<file path="src/rtl/hazard_fwd_ctrl_if.sv">
// Bus between the ID/EX pipeline control and the hazard/forwarding controller.
// The master side drives the ID-stage fields and EX-stage redirects. The slave side returns the operand selects and the stall/flush strobes.
interface hazard_fwd_ctrl_if #(
    parameter int AW = 4
);
    logic [AW-1:0] id_src1_reg;
    logic          id_src1_used;
    logic [AW-1:0] id_src0_reg;
    logic          id_src0_used;
    logic [AW-1:0] id_dst_reg;
    logic          id_we;
    logic          id_mem_rd;
    logic          id_valid;
    logic          br_ctrl;
    logic          j_ctrl;
    logic [1:0]    forwardA;
    logic [1:0]    forwardB;
    logic          stall_pc;
    logic          stall_if_id;
    logic          bubble_id_ex;
    logic          flush_if_id;
    logic          flush_id_ex;

    modport master (
        output id_src1_reg, id_src1_used, id_src0_reg, id_src0_used,
               id_dst_reg, id_we, id_mem_rd, id_valid, br_ctrl, j_ctrl,
        input  forwardA, forwardB, stall_pc, stall_if_id, bubble_id_ex,
               flush_if_id, flush_id_ex
    );

    modport slave (
        input  id_src1_reg, id_src1_used, id_src0_reg, id_src0_used,
               id_dst_reg, id_we, id_mem_rd, id_valid, br_ctrl, j_ctrl,
        output forwardA, forwardB, stall_pc, stall_if_id, bubble_id_ex,
               flush_if_id, flush_id_ex
    );
endinterface

</file>
<file path="src/rtl/hazard_fwd_ctrl.sv">
// Hazard and forwarding controller for a 5-stage pipeline.
// It tracks producers in EX and MEM, registers the EX operand selects, and raises load-use stalls and branch/jump flushes.
module hazard_fwd_ctrl #(
    parameter int AW       = 4,
    parameter bit ZERO_REG = 1'b1
) (
    input logic              clk,
    input logic              rst_n,
    hazard_fwd_ctrl_if.slave bus
);

    typedef struct packed {
        logic          valid;
        logic          we;
        logic          ld;
        logic [AW-1:0] dst;
    } slot_t;

    slot_t         ex_q;
    logic          mem_wr_q;
    logic [AW-1:0] mem_dst_q;
    logic [1:0]    fwd_a_q;
    logic [1:0]    fwd_b_q;

    logic          ex_writes;
    logic          load_use;
    logic          flush;
    logic          load_ex;
    logic          id_writes;
    logic [1:0]    fwd_a_d;
    logic [1:0]    fwd_b_d;

    function automatic logic real_dst(input logic [AW-1:0] r);
        return !(ZERO_REG && (r == '0));
    endfunction

    // The youngest producer wins. A load still in EX cannot forward; that case stalls instead.
    function automatic logic [1:0] fwd_sel(
        input logic          used,
        input logic [AW-1:0] src,
        input logic          ex_alu_wr,
        input logic [AW-1:0] ex_dst,
        input logic          mem_wr,
        input logic [AW-1:0] mem_dst
    );
        if (used && ex_alu_wr && (ex_dst == src))
            return 2'b10;
        else if (used && mem_wr && (mem_dst == src))
            return 2'b01;
        else
            return 2'b00;
    endfunction

    assign ex_writes = ex_q.valid && ex_q.we && real_dst(ex_q.dst);
    assign id_writes = bus.id_we && real_dst(bus.id_dst_reg);

    assign load_use = ex_writes && ex_q.ld && bus.id_valid &&
                      ((bus.id_src1_used && (bus.id_src1_reg == ex_q.dst)) ||
                       (bus.id_src0_used && (bus.id_src0_reg == ex_q.dst)));

    // Redirect inputs are masked so that every strobe reads low while reset is asserted.
    assign flush   = (bus.br_ctrl | bus.j_ctrl) & rst_n;
    assign load_ex = bus.id_valid && !load_use && !flush;

    // NOTE: always_comb assigns every output a default first, so no path can leave a latch behind.
    always_comb begin
        fwd_a_d = 2'b00;
        fwd_b_d = 2'b00;
        if (load_ex) begin
            fwd_a_d = fwd_sel(bus.id_src1_used, bus.id_src1_reg,
                              ex_writes && !ex_q.ld, ex_q.dst, mem_wr_q, mem_dst_q);
            fwd_b_d = fwd_sel(bus.id_src0_used, bus.id_src0_reg,
                              ex_writes && !ex_q.ld, ex_q.dst, mem_wr_q, mem_dst_q);
        end
    end

    // NOTE: sequential state uses non-blocking assignments only, and every register gets an async reset value.
    always_ff @(posedge clk or negedge rst_n) begin
        if (!rst_n) begin
            ex_q      <= '0;
            mem_wr_q  <= 1'b0;
            mem_dst_q <= '0;
            fwd_a_q   <= 2'b00;
            fwd_b_q   <= 2'b00;
        end else begin
            mem_wr_q  <= ex_writes;
            mem_dst_q <= ex_q.dst;
            if (load_ex) begin
                ex_q.valid <= 1'b1;
                ex_q.we    <= id_writes;
                ex_q.ld    <= bus.id_mem_rd;
                ex_q.dst   <= bus.id_dst_reg;
            end else begin
                ex_q <= '0;
            end
            fwd_a_q <= fwd_a_d;
            fwd_b_q <= fwd_b_d;
        end
    end

    // MEM is the WB stage one cycle ahead. The selects are resolved early, so no separate WB shadow is needed.
    assign bus.forwardA     = fwd_a_q;
    assign bus.forwardB     = fwd_b_q;
    assign bus.stall_pc     = load_use & ~flush;
    assign bus.stall_if_id  = load_use & ~flush;
    assign bus.bubble_id_ex = load_use & ~flush;
    assign bus.flush_if_id  = flush;
    assign bus.flush_id_ex  = flush;

endmodule

</file>
<file path="src/flat_wrapper.sv">
// flat-port wrapper written by rule: the top's interface ports become plain ports
module hazard_fwd_ctrl_flat 
#(
    parameter int AW       = 4,
    parameter bit ZERO_REG = 1'b1
)
  (clk, rst_n, bus_id_src1_reg, bus_id_src1_used, bus_id_src0_reg, bus_id_src0_used, bus_id_dst_reg, bus_id_we, bus_id_mem_rd, bus_id_valid, bus_br_ctrl, bus_j_ctrl, bus_forwardA, bus_forwardB, bus_stall_pc, bus_stall_if_id, bus_bubble_id_ex, bus_flush_if_id, bus_flush_id_ex);
  hazard_fwd_ctrl_if #(.AW(AW)) bus_i ();
  input logic clk;
  input logic rst_n;
  input wire logic [$bits(bus_i.id_src1_reg)-1:0] bus_id_src1_reg;
  input wire logic [$bits(bus_i.id_src1_used)-1:0] bus_id_src1_used;
  input wire logic [$bits(bus_i.id_src0_reg)-1:0] bus_id_src0_reg;
  input wire logic [$bits(bus_i.id_src0_used)-1:0] bus_id_src0_used;
  input wire logic [$bits(bus_i.id_dst_reg)-1:0] bus_id_dst_reg;
  input wire logic [$bits(bus_i.id_we)-1:0] bus_id_we;
  input wire logic [$bits(bus_i.id_mem_rd)-1:0] bus_id_mem_rd;
  input wire logic [$bits(bus_i.id_valid)-1:0] bus_id_valid;
  input wire logic [$bits(bus_i.br_ctrl)-1:0] bus_br_ctrl;
  input wire logic [$bits(bus_i.j_ctrl)-1:0] bus_j_ctrl;
  output wire logic [$bits(bus_i.forwardA)-1:0] bus_forwardA;
  output wire logic [$bits(bus_i.forwardB)-1:0] bus_forwardB;
  output wire logic [$bits(bus_i.stall_pc)-1:0] bus_stall_pc;
  output wire logic [$bits(bus_i.stall_if_id)-1:0] bus_stall_if_id;
  output wire logic [$bits(bus_i.bubble_id_ex)-1:0] bus_bubble_id_ex;
  output wire logic [$bits(bus_i.flush_if_id)-1:0] bus_flush_if_id;
  output wire logic [$bits(bus_i.flush_id_ex)-1:0] bus_flush_id_ex;
  assign bus_i.id_src1_reg = bus_id_src1_reg;
  assign bus_i.id_src1_used = bus_id_src1_used;
  assign bus_i.id_src0_reg = bus_id_src0_reg;
  assign bus_i.id_src0_used = bus_id_src0_used;
  assign bus_i.id_dst_reg = bus_id_dst_reg;
  assign bus_i.id_we = bus_id_we;
  assign bus_i.id_mem_rd = bus_id_mem_rd;
  assign bus_i.id_valid = bus_id_valid;
  assign bus_i.br_ctrl = bus_br_ctrl;
  assign bus_i.j_ctrl = bus_j_ctrl;
  assign bus_forwardA = bus_i.forwardA;
  assign bus_forwardB = bus_i.forwardB;
  assign bus_stall_pc = bus_i.stall_pc;
  assign bus_stall_if_id = bus_i.stall_if_id;
  assign bus_bubble_id_ex = bus_i.bubble_id_ex;
  assign bus_flush_if_id = bus_i.flush_if_id;
  assign bus_flush_id_ex = bus_i.flush_id_ex;
  hazard_fwd_ctrl #(.AW(AW), .ZERO_REG(ZERO_REG)) u_core (.clk(clk), .rst_n(rst_n), .bus(bus_i));
endmodule
</file>
<file path="config.mk">
export PLATFORM = sky130hd
export DESIGN_NAME = hazard_fwd_ctrl_flat
export DESIGN_NICKNAME = d
export VERILOG_FILES = /design/src/rtl/hazard_fwd_ctrl_if.sv /design/src/rtl/hazard_fwd_ctrl.sv /design/src/flat_wrapper.sv
export SDC_FILE = /design/constraint.sdc
export NUM_CORES = 1
export LEC_CHECK = 0
export BUFFER_PORTS_ARGS = -buffer_cell sky130_fd_sc_hd__buf_2
export CORE_MARGIN = 5
export CORE_UTILIZATION = 50
export CTS_CLUSTER_SIZE = 14
export DETAILED_ROUTE_END_ITERATION = 8
export PLACE_DENSITY = 0.81
export SLEW_MARGIN = 20
export SYNTH_ARGS = -nofsm -noshare
export SYNTH_HDL_FRONTEND = slang
export SYNTH_SLANG_ARGS = --single-unit
export TNS_END_PERCENT = 30
</file>
<file path="constraint.sdc">
create_clock -name clk -period 5.4 [get_ports clk]
set_clock_uncertainty 0.2 [all_clocks]
set_input_delay 1.62 -clock clk [delete_from_list [all_inputs] [get_ports clk]]
set_output_delay 1.62 -clock clk [all_outputs]
set_load 0.02 [all_outputs]
</file>
==> results.cfg <==
[layout]
diodes = 0
drive_above_1_share = 0.381
area_delta_synth_final_pct = 20.8
final_util = 0.638
final_common_cell = buf_2
layout_common_cells = buf_2 (29), dfrtp_1 (16), xnor2_1 (13), nand3_1 (5), nor3b_1 (5)
layout.nets = 120

[timing]
drv_slew = 0
rsz0062_at_grt = false
max-slew-margin-rel = 0.497
finalCritPeriodShare = 0.881
tightest_slew_ns = 0.748
setup_viol = 0
fmax_mhz = 210
setup_tns_ns = 0
hold_viol = 0
layout_min_cycle_time_ns = 4.76
fin_ws_ns = 0.642

[critical_path]
cp-end-kind = output port
cp_max_fo = 3
crit_slowest_cell = or3_1
crit_buf_inv = 2
max_stage_delay_ns = 0.37
crit_chain = buf_2 -> xnor2_1 -> nand3_1 -> or3_1 -> a211oi_1 -> buf_2
cp-start-kind = input pin
worst-setup-path-type = input pin to output port
crit_top_cell = buf_2
arrival_ns = 2.94
cpLargestDelayFamily = simple AND/OR/NAND/NOR gates
r2r_setup_slack_ns = 3.50
required_ns = 3.58

[synthesis]
synth_top_area_share = 0.503
synth_top_area_cell = dfrtp_1
synth-seq-cells = 16
synth.distinct_cells = 23
syn_area_sq_um = 796
avgSynthCellArea_sq_um = 11.7
yosys_warnings = 0
synth_nets = 89
netlist_top_cells_area = dfrtp_1 (50%), xnor2_1 (14%), nor3b_1 (4.7%)
ys_seq_area_frac = 0.503
netlist_instances = 68

[global_route]
grt.overflow.total = 0
grt_max_degree = 18
grt_pass1_wl_mm = 2.53
antenna_found_initial = 0
grt_usage = 0.131
grt_pass1_vias = 601

[route]
routedWlPerCell_um = 12.8
routed_wl_mm = 1.45
first_pass_iters = 2
drc = 0
drtIter0Drc = 4
via_per_inst = 5.35
vias = 605
drtAntennaViolNets = 0

[power]
power_mw = 0.222
p_leak_nw = 0.463
max-vdd-ir-drop_uv = 177
p_per_area_mw_per_mm2 = 231

[cts]
clk_latency_ns = 0.27
htree_levels = 1
hold_buffers = 0
cts-resized-gates = 0
cts_tree = yes
numClockSinks = 16
cts_buffers = 3
cts_buffer_depth = 2
post-cts-setup-buffers = 0
clk_pin_slew_worst_paths_ns = 0.08
ctsRootBufferMaster = clkbuf_4

[die]
die_h_um = 49.9
start_util = 0.528
dieArea_sq_mm = 0.00249
fp-row-count = 14
die_x_um = 49.9
core-area_sq_mm = 0.00151
io_pins = 30

[outcome]
outcome = finished clean

[run]
drv_cap = 0

[place]
post-place-ws_ns = 0.631
portBuffers = 29
dp_hpwl_mm = 1.25
place_congestion = 0.848

[hold_path]
worstHoldPathType = flip-flop to flip-flop
## cell usage after synthesis, drive strengths merged
master and count:
nand3 6, o21ai 1, dfrtp 16, or4 1, nor3b 5, or3 2
and2 1, buf 3, nor2 1, xor2 3, nor4b 1, nor4 2
inv 3, nand2 3, nor3 3, a211oi 1, o41ai 2, nor4bb 1
xnor2 13
## logic make-up (layout without fill, tap and decap cells)
family          after synthesis  in the layout  synth area share
simple gates                 26             26             0.217
xor+xnor                     16             16             0.176
flops                        16             16             0.503
buf+inv                       6             35            0.0424
compound gates                4              4            0.0613
## area by class of cell
type                       count  area [sq um]
sequential                    16           400
multi-input combinational     46           362
clock buffer                   3          22.5
fill                         130           546
tap                           16          20.0
timing repair buffer          29           145
inverter                       3          11.3
## per-layer routing
layer | share of wire | GRT usage | vias to the layer above
met4 | 0 | 0.0262 | 0
met2 | 0.54 | 0.242 | 16
li1 | - | - | 296
met1 | 0.39 | 0.142 | 293
met5 | 0 | 0 | -
met3 | 0.076 | 0.0452 | 0
## final timing paths
check | startpoint | endpoint | cells past startpoint
min in group asynchronous | rst_n | u_core.bus.forwardB[0] | 1
max in group asynchronous | rst_n | u_core.bus.forwardB[1] | 1
worst max-delay path | bus_id_src1_reg[1] | bus_stall_pc | 6
worst min register to register | u_core.ex_q[3] | u_core.mem_dst_q[3] | 0
worst min-delay path | u_core.ex_q[3] | u_core.mem_dst_q[3] | 0
worst max register to register | u_core.ex_q[2] | u_core.bus.forwardA[0] | 4
## report_power, final
part           internal, mW  total (mW)  switching, mW
combinational        0.0172      0.0352         0.0180
sequential            0.124       0.128        0.00397
clock                0.0258      0.0585         0.0327
## worst register-to-register path, delay by kind of cell (launching register included)
family	cells	cell delay, ns
XOR/XNOR	1	0.17
AND/OR/NAND/NOR	3	0.95
flip-flops	1	0.43
## state kept, by name, indices dropped and copies added (netlist names)
signal	count
u_core.ex_q	7
u_core.mem_dst_q	4
u_core.bus.forwardA	2
u_core.bus.forwardB	2
u_core.mem_wr_q	1
## metrics by stage
| stage | instance area (sq um) | hold WS, ns | std cells |
|---|---|---|---|
| detailed placement | 938 | 0.251 | 110 |
| floorplan | 796 | 0.222 | 68 |
| CTS | 961 | 0.273 | 113 |
| global route | 961 | 0.289 | 113 |
| finish | 961 | 0.271 | 113 |
| global placement | 938 | 0.243 | 110 |
(Power assumes the default switching activity.)
